### config.mk
export PLATFORM = sky130hd
export DESIGN_NAME = sram_arbiter
export DESIGN_NICKNAME = d
export VERILOG_FILES = /design/src/rtl/sram_arbiter.sv
export SDC_FILE = /design/constraint.sdc
export NUM_CORES = 1
export LEC_CHECK = 0
export CAP_MARGIN = 20
export CORE_AREA = 2 2 120 122
export DETAILED_ROUTE_END_ITERATION = 6
export DIE_AREA = 0 0 122 124
export GPL_ROUTABILITY_DRIVEN = 0
export PLACE_DENSITY_LB_ADDON = 0.12
export RECOVER_POWER = 100
export SLEW_MARGIN = 20
export SYNTH_ARGS = -nofsm -noshare
export SYNTH_HDL_FRONTEND = slang
export SYNTH_SLANG_ARGS = --single-unit
### constraint.sdc
create_clock -name clk -period 4.3 [get_ports clk]
set_clock_uncertainty 0.1 [all_clocks]
set_input_delay 0.43 -clock clk [delete_from_list [all_inputs] [get_ports clk]]
set_output_delay 0.43 -clock clk [all_outputs]
set_load 0.05 [all_outputs]
### src/rtl/sram_arbiter.sv
// sram_arbiter: shares one sram-like port between inst and data masters, one transaction in flight, alternating on ties.
// A request seen in IDLE drives mem_req the next cycle; a requester is held off by withholding addr_ok until the shared port accepts.
module sram_arbiter (
  input  logic        clk,
  input  logic        rst,
  input  logic        inst_req,
  input  logic        inst_wr,
  input  logic [1:0]  inst_size,
  input  logic [31:0] inst_addr,
  input  logic [31:0] inst_wdata,
  output logic [31:0] inst_rdata,
  output logic        inst_addr_ok,
  output logic        inst_data_ok,
  input  logic        data_req,
  input  logic        data_wr,
  input  logic [1:0]  data_size,
  input  logic [31:0] data_addr,
  input  logic [31:0] data_wdata,
  output logic [31:0] data_rdata,
  output logic        data_addr_ok,
  output logic        data_data_ok,
  output logic        mem_req,
  output logic        mem_wr,
  output logic [1:0]  mem_size,
  output logic [31:0] mem_addr,
  output logic [31:0] mem_wdata,
  input  logic [31:0] mem_rdata,
  input  logic        mem_addr_ok,
  input  logic        mem_data_ok
);

  typedef enum logic [2:0] {
    S_IDLE,
    S_I_ADDR,
    S_I_DATA,
    S_D_ADDR,
    S_D_DATA
  } state_t;

  state_t      r_state;
  state_t      w_state_nxt;
  logic        r_last_owner;
  logic        r_mem_wr;
  logic [1:0]  r_mem_size;
  logic [31:0] r_mem_addr;
  logic [31:0] r_mem_wdata;
  logic        w_arb;
  logic        w_grant;
  logic        w_pick_data;

  always_comb begin
    w_arb = (r_state == S_IDLE) ||
            (((r_state == S_I_DATA) || (r_state == S_D_DATA)) && mem_data_ok);
    w_grant = w_arb && (inst_req || data_req);
    // On a tie the port that did not own the previous transaction wins.
    w_pick_data = (inst_req && data_req) ? ~r_last_owner : data_req;
  end

  always_comb begin
    w_state_nxt = r_state;
    case (r_state)
      S_I_ADDR:           if (mem_addr_ok) w_state_nxt = S_I_DATA;
      S_D_ADDR:           if (mem_addr_ok) w_state_nxt = S_D_DATA;
      S_I_DATA, S_D_DATA: if (mem_data_ok) w_state_nxt = S_IDLE;
      default:            w_state_nxt = r_state;
    endcase
    if (w_grant) w_state_nxt = w_pick_data ? S_D_ADDR : S_I_ADDR;
  end

  always_ff @(posedge clk) begin
    if (rst) begin
      r_state      <= S_IDLE;
      r_last_owner <= 1'b0;
      r_mem_wr     <= 1'b0;
      r_mem_size   <= 2'd0;
      r_mem_addr   <= 32'd0;
      r_mem_wdata  <= 32'd0;
    end else begin
      r_state <= w_state_nxt;
      if (w_grant) begin
        r_last_owner <= w_pick_data;
        r_mem_wr     <= w_pick_data ? data_wr    : inst_wr;
        r_mem_size   <= w_pick_data ? data_size  : inst_size;
        r_mem_addr   <= w_pick_data ? data_addr  : inst_addr;
        r_mem_wdata  <= w_pick_data ? data_wdata : inst_wdata;
      end
    end
  end

  // Strobes are gated by phase so stray mem_*_ok pulses never leak upstream.
  assign mem_req      = (r_state == S_I_ADDR) || (r_state == S_D_ADDR);
  assign mem_wr       = r_mem_wr;
  assign mem_size     = r_mem_size;
  assign mem_addr     = r_mem_addr;
  assign mem_wdata    = r_mem_wdata;
  assign inst_addr_ok = (r_state == S_I_ADDR) && mem_addr_ok;
  assign data_addr_ok = (r_state == S_D_ADDR) && mem_addr_ok;
  assign inst_data_ok = (r_state == S_I_DATA) && mem_data_ok;
  assign data_data_ok = (r_state == S_D_DATA) && mem_data_ok;
  assign inst_rdata   = mem_rdata;
  assign data_rdata   = mem_rdata;

endmodule

==> results.sh, run 1 <==
export IMPL_die_width_um=122
export IMPL_first_global_vias=3364
export IMPL_status="complete, but fails checks"
export IMPL_design_power_total_mw=2.43
export IMPL_number_of_antenna_violations_at_the_first_check_in_global_routing=1
export IMPL_clock_sink_count=71
export IMPL_worstPathCellList="dlygate4sd3_1 > a21boi_4 > clkbuf_1 > mux2i_1 > a211oi_1"
export IMPL_vias=3367
export IMPL_core_um2=13700
export IMPL_io_buffer_count=211
export IMPL_critical_path_max_stage_delay_ps=1540
export IMPL_clk_latency_ps=320
export IMPL_clkPwrFrac_pct=27.4
export IMPL_ctsRootBufferMaster="clkbuf_16"
export IMPL_grt_overflow_total=0
export IMPL_max_slew_margin_pct=-42.6
export IMPL_initial_core_util_pct=28.8
export IMPL_p_int_mw=1.52
export IMPL_failed_checks="max-capacitance violations, max-slew violations"
export IMPL_power_share_sequential_pct=32.9
export IMPL_clock_tree_htree_level_count=3
export IMPL_comb_power_share_pct=39.7
export IMPL_cts_setup_buffers=0
export IMPL_switching_share_pct=37.4
export IMPL_post_layout_nonfiller_instances=711
export IMPL_floorplan_die_height_um=124
export IMPL_synth_enable_flop_cells=0
export IMPL_crit_path_top_delay_cell="clkbuf_1"
export IMPL_finalCoreUtilization_pct=42.8
export IMPL_fmax_mhz=310
export IMPL_ir_worst_vdd_mv=0.172
export IMPL_syn2layout_area_growth_pct=48.7
export IMPL_grt_first_pass_wirelength_um=17900
export IMPL_synthesis_area_um2=3950
export IMPL_ys_ff_latch=71
export IMPL_cts_repair_resize_count=0
export IMPL_path_delay_family="buffers and inverters"
export IMPL_min_period_over_period_pct=75.1
export IMPL_finalWorstPathRequiredPeriod_ps=3230
export IMPL_post_cts_hold_fix_bufs=0
export IMPL_slew_at_the_pin_closest_to_its_max_slew_limit_ps=2140
export IMPL_grtUsageTotal_pct=15.4
export IMPL_std_cell_rows=43
export IMPL_cts_made_buffers=9
export IMPL_placed_insts=695
export IMPL_crit_fanout=29
export IMPL_fin_nets=698
export IMPL_holdCritPathClass="flip-flop to flip-flop"
export IMPL_die_outline_area_um2=15100
export IMPL_grt_setup_unrepaired="false"
export IMPL_crit_buf_inv=2
export IMPL_async_reset_ff_share_pct=0
export IMPL_synth_cells=404
export IMPL_worstSetupStartpointType="input pin"
export IMPL_ys_seq_area_share_pct=36.0
export IMPL_power_leakage_nw=2.36
export IMPL_final_hold_viol_count=0
export IMPL_power_per_cell_area_nw_per_um2=414
export IMPL_tns_ps=0
export IMPL_layout_setup_ws_ps=1070
export IMPL_slew_violations=30
export IMPL_dr_first_iter_drc_count=124
export IMPL_synth_warnings=0
export IMPL_detailedPlacementHpwl_um=8560
export IMPL_final_antenna_net_count=0
export IMPL_postSynthAreaPerCell_um2=9.77
export IMPL_post_synth_num_cell_types=27
export IMPL_tritoncts="built"
export IMPL_end_kind="flip-flop"
export IMPL_postSynth_topFlopCell="dfxtp_1"
export IMPL_max_cap_viol_count=2
export IMPL_layout_drive_gt1_share_pct=8.49
export IMPL_syn_num_nets=576
export IMPL_first_pass_iters=4
export IMPL_required_time_worst_endpoint_ps=4430
export IMPL_place_ws_ps=1650
export IMPL_drt_vias_per_instance=4.74
export IMPL_grt_start_max_net_pins=72
export IMPL_criticalPathCategory="input pin to flip-flop"
export IMPL_timing_final_setup_violations=0
export IMPL_drt_drc_violations_left=0
export IMPL_path_clk_slew_ps=50
export IMPL_i_o_pin_cnt=308
export IMPL_ctsLongestPathBuffers=2
export IMPL_power_net_switching_mw=0.910
export IMPL_detail_route_wl_per_cell_um=17.3
export IMPL_route_final_wire_length_um=12300
export IMPL_worstPathArrival_ps=3360
sequential cells by signal, indices dropped and copies added (netlist names):
| signal | count |
|---|---|
| mem_addr | 32 |
| mem_wdata | 32 |
| r_state | 3 |
| mem_size | 2 |
| mem_wr | 1 |
| r_last_owner | 1 |
power groups by stage:
| stage | registers (mW) | clock network [mW] | logic (mW) |
|---|---|---|---|
| after floorplan | 1.12 | 0 | 0.498 |
| after global placement | 0.815 | 0 | 1.01 |
| after detailed placement | 0.818 | 0 | 1.02 |
| after CTS | 0.806 | 0.692 | 1.02 |
| after global routing | 0.814 | 0.714 | 1.02 |
| final | 0.800 | 0.666 | 0.964 |
final cells by class:
| cell class | instances | area, um^2 |
|---|---|---|
| Antenna cell | 1 | 2.50 |
| Clock buffer | 14 | 254 |
| Clock inverter | 1 | 5.00 |
| Fill cell | 1408 | 7850 |
| Inverter | 2 | 7.51 |
| Multi-Input combinational cell | 227 | 1820 |
| Sequential cell | 71 | 1420 |
| Tap cell | 180 | 225 |
| Timing Repair Buffer | 215 | 2130 |
synthesized netlist by cell type (3+ instances only):
cell type   n  share of area (%)
buf_6       5                1.4
a211oi_1   37                7.0
a211oi_2   30                9.5
nor2_1      3               0.29
buf_4      64                 12
a21oi_1    71                9.0
mux2i_1    68                 17
buf_2      15                1.9
clkbuf_1   19                1.8
dfxtp_1    71                 36
metal layers:
| layer | share of wire (%) | GRT usage, % | up-vias |
|---|---|---|---|
| met5 | 0 | 0 | - |
| met4 | 1.5 | 6.11 | 0 |
| met3 | 10 | 5.22 | 18 |
| met2 | 49 | 26.7 | 165 |
| met1 | 39 | 17.4 | 1525 |
| li1 | - | - | 1659 |
worst reg2reg max path, cell delays in order (launching register included):
cell	delay [ps]
dfxtp_1	340
a21boi_4	140
clkbuf_1	1540
mux2i_1	340
a211oi_1	310
final timing paths:
kind | slack [ps] | cells past startpoint | from | to
max | 1070 | 5 | data_req | mem_addr[0]
min | 420 | 2 | mem_addr[15] | mem_addr[15]
max reg2reg | 1450 | 4 | r_last_owner | mem_addr[0]
min reg2reg | 420 | 2 | mem_addr[15] | mem_addr[15]
through the flow:
step                cell area [um^2]  hold slack, ps
floorplan                       3950             349
global placement                5650             411
detailed placement              5650             416
CTS                             5910             422
global route                    5870             438
finish                          5870             417
cells in the final DEF (no fill, tap or decap):
cell type and n:
clkdlybuf4s50_1 136, dlygate4sd3_1 74, a21oi_1 71, dfxtp_1 71
mux2i_1 68, a211oi_1 41, a211oi_2 26, clkbuf_16 9
clkbuf_1 5, nor2_1 3, buf_4 3, nand2_1 2
and3_1 2, inv_1 2, o21ai_0 2, diode_2 1
nor2b_1 1, nand2b_4 1, nor3b_1 1, or2_2 1
nand2b_1 1, o2bb2ai_1 1, and2_4 1, a21boi_4 1
a2bb2oi_1 1, a21o_1 1, a22oi_1 1, a311oi_1 1
clkbuf_8 1, clkinv_2 1, clkbuf_2 1
cell families (layout without fill, tap and decap cells):
family          after synthesis  after routing  synth area share (%)
compound gates              146            146                  27.2
buf+inv                     106            232                  17.6
flops                        71             71                  36.0
mux                          68             68                  17.2
simple gates                 13             13                  1.97
other cells                   0              1                     0
No activity file was read; power rests on OpenSTA's default activity.
==> run 2, diff against run 1 <==
==> constraint.sdc (replaced) <==
create_clock -name clk -period 2.7 [get_ports clk]
set_clock_uncertainty 0.1 [all_clocks]
set_input_delay 0.27 -clock clk [delete_from_list [all_inputs] [get_ports clk]]
set_output_delay 0.27 -clock clk [all_outputs]
set_load 0.05 [all_outputs]
==> run 2 against run 1 <==
Combinational power increased by 62%. First-iteration DRC count increased by 15%. Worst hold slack got worse by 31 ps. Largest cell class unchanged. Critical path depth decreased by 1. Critical path type is now flip-flop to output pin. The run now ends clean.
==> results.sh, run 2 (synthesis results as in run 1) <==
export IMPL_crit_fanout=8
export IMPL_std_cell_rows=43
export IMPL_whs_endpoint="r_last_owner"
export IMPL_holdPathStages=1
export IMPL_i_o_pin_cnt=308
export IMPL_first_pass_iters=5
export IMPL_ctsLongestPathBuffers=2
export IMPL_layout_common_cells="clkdlybuf4s50_1 (137), dlygate4sd3_1 (73), a21oi_1 (71), dfxtp_1 (71), mux2i_1 (68)"
export IMPL_worstReg2RegStart="r_last_owner"
export IMPL_hp_start="r_last_owner"
export IMPL_layout_drive_gt1_share_pct=9.72
export IMPL_detailedPlacementHpwl_um=8810
export IMPL_drt_vias_per_instance=4.75
export IMPL_ir_worst_vdd_mv=0.243
export IMPL_final_hold_viol_count=0
export IMPL_timing_final_setup_violations=0
export IMPL_finalCoreUtilization_pct=43.4
export IMPL_tritoncts="built"
export IMPL_clock_tree_htree_level_count=3
export IMPL_slew_at_the_pin_closest_to_its_max_slew_limit_ps=1040
export IMPL_diode_insertion_count_for_antenna_repair=0
export IMPL_grt_start_max_net_pins=72
export IMPL_criticalPathCategory="flip-flop to output pin"
export IMPL_clk_latency_ps=320
export IMPL_path_clk_slew_ps=60
export IMPL_power_net_switching_mw=1.46
export IMPL_slew_violations=0
export IMPL_worstPathArrival_ps=2110
export IMPL_die_width_um=122
export IMPL_worstSetupStartpointType="flip-flop"
export IMPL_floorplan_die_height_um=124
export IMPL_cts_repair_resize_count=0
export IMPL_power_per_cell_area_nw_per_um2=671
export IMPL_syn2layout_area_growth_pct=50.8
export IMPL_grt_overflow_total=0
export IMPL_fmax_mhz=403
export IMPL_regArea_um2=1420
export IMPL_initial_core_util_pct=28.8
export IMPL_end_kind="output pin"
export IMPL_max_slew_margin_pct=30.9
export IMPL_post_cts_hold_fix_bufs=0
export IMPL_cts_setup_buffers=0
export IMPL_grt_first_pass_wirelength_um=17500
export IMPL_multiInputGateArea_um2=1810
export IMPL_holdCritPathClass="flip-flop to flip-flop"
export IMPL_io_buffer_count=211
export IMPL_drt_drc_violations_left=0
export IMPL_worst_r2r_cell_count=4
export IMPL_dr_first_iter_drc_count=143
export IMPL_status="complete, no violations"
export IMPL_num_fill_cells=1388
export IMPL_comb_power_share_pct=39.0
export IMPL_tns_ps=0
export IMPL_fin_nets=702
export IMPL_die_outline_area_um2=15100
export IMPL_ctsRootBufferMaster="clkbuf_16"
export IMPL_p_int_mw=2.53
export IMPL_design_power_total_mw=4.00
export IMPL_clkPwrFrac_pct=29.1
export IMPL_vias=3398
export IMPL_first_global_vias=3330
export IMPL_switching_share_pct=36.6
export IMPL_finalWorstPathRequiredPeriod_ps=2480
export IMPL_grtUsageTotal_pct=15.1
export IMPL_number_of_antenna_violations_at_the_first_check_in_global_routing=0
export IMPL_r2r_setup_slack_ps=430
export IMPL_end_of_the_worst_register_to_register_path="mem_wdata[30]"
export IMPL_grt_setup_unrepaired="false"
export IMPL_core_um2=13700
export IMPL_final_antenna_net_count=0
export IMPL_leading_cell_type_in_the_layout_fill_and_taps_excluded="clkdlybuf4s50_1"
export IMPL_detail_route_wl_per_cell_um=16.8
export IMPL_power_share_sequential_pct=31.8
export IMPL_cts_made_buffers=9
export IMPL_max_cap_viol_count=0
export IMPL_power_leakage_nw=2.40
export IMPL_min_period_over_period_pct=91.8
export IMPL_required_time_worst_endpoint_ps=2330
export IMPL_clock_sink_count=71
export IMPL_route_final_wire_length_um=12000
run 2: metrics by stage:
stage	std cells	hold WS (ps)	setup WS [ps]	area (um^2)
2_1_floorplan	404	286	256	3950
3_3_place_gp	699	406	389	5730
3_5_place_dp	699	410	332	5730
4_1_cts	715	417	208	6020
5_1_grt	715	426	102	5950
6_report	715	386	221	5950
run 2: layout make-up:
class	count	area share (%)
clock buffer	12	4.14
clock inverter	4	0.756
inverter	2	0.126
multi-input combinational	227	30.4
sequential	71	23.9
tap	180	3.78
timing repair buffer	219	37.0
run 2: worst max-delay path: stages, from the launching register on:
cell and delay, ps:
dfxtp_1 470, nor2b_1 250, nand2_1 100, nor2_1 80
dlygate4sd3_1 880
run 2: per-layer routing:
metal	global-route usage, %	routed length, um	vias to the layer above
met2	26.7	6010	169
li1	-	-	1664
met5	0	0	-
met3	5.08	1260	18
met1	16.6	4570	1547
met4	5.89	194	0
run 2: power groups by stage:
stage | Sequential [mW] | Combinational, mW | Clock, mW
floorplan | 1.78 | 0.793 | 0
global placement | 1.30 | 1.64 | 0
detailed placement | 1.30 | 1.65 | 0
CTS | 1.28 | 1.66 | 1.21
global route | 1.29 | 1.65 | 1.25
finish | 1.27 | 1.56 | 1.16
run 2: how the worst max path moves through the flow:
| stage | start | end | slack [ps] | depth (start not counted) |
|---|---|---|---|---|
| 2_1_floorplan | r_state[0] | inst_addr_ok | 260 | 4 |
| 3_3_place_gp | mem_data_ok | data_data_ok | 390 | 4 |
| 3_5_place_dp | mem_data_ok | data_data_ok | 330 | 4 |
| 4_1_cts | r_state[0] | inst_addr_ok | 210 | 4 |
| 5_1_grt | r_state[0] | inst_addr_ok | 100 | 4 |
| 6_report | r_state[0] | inst_addr_ok | 220 | 4 |
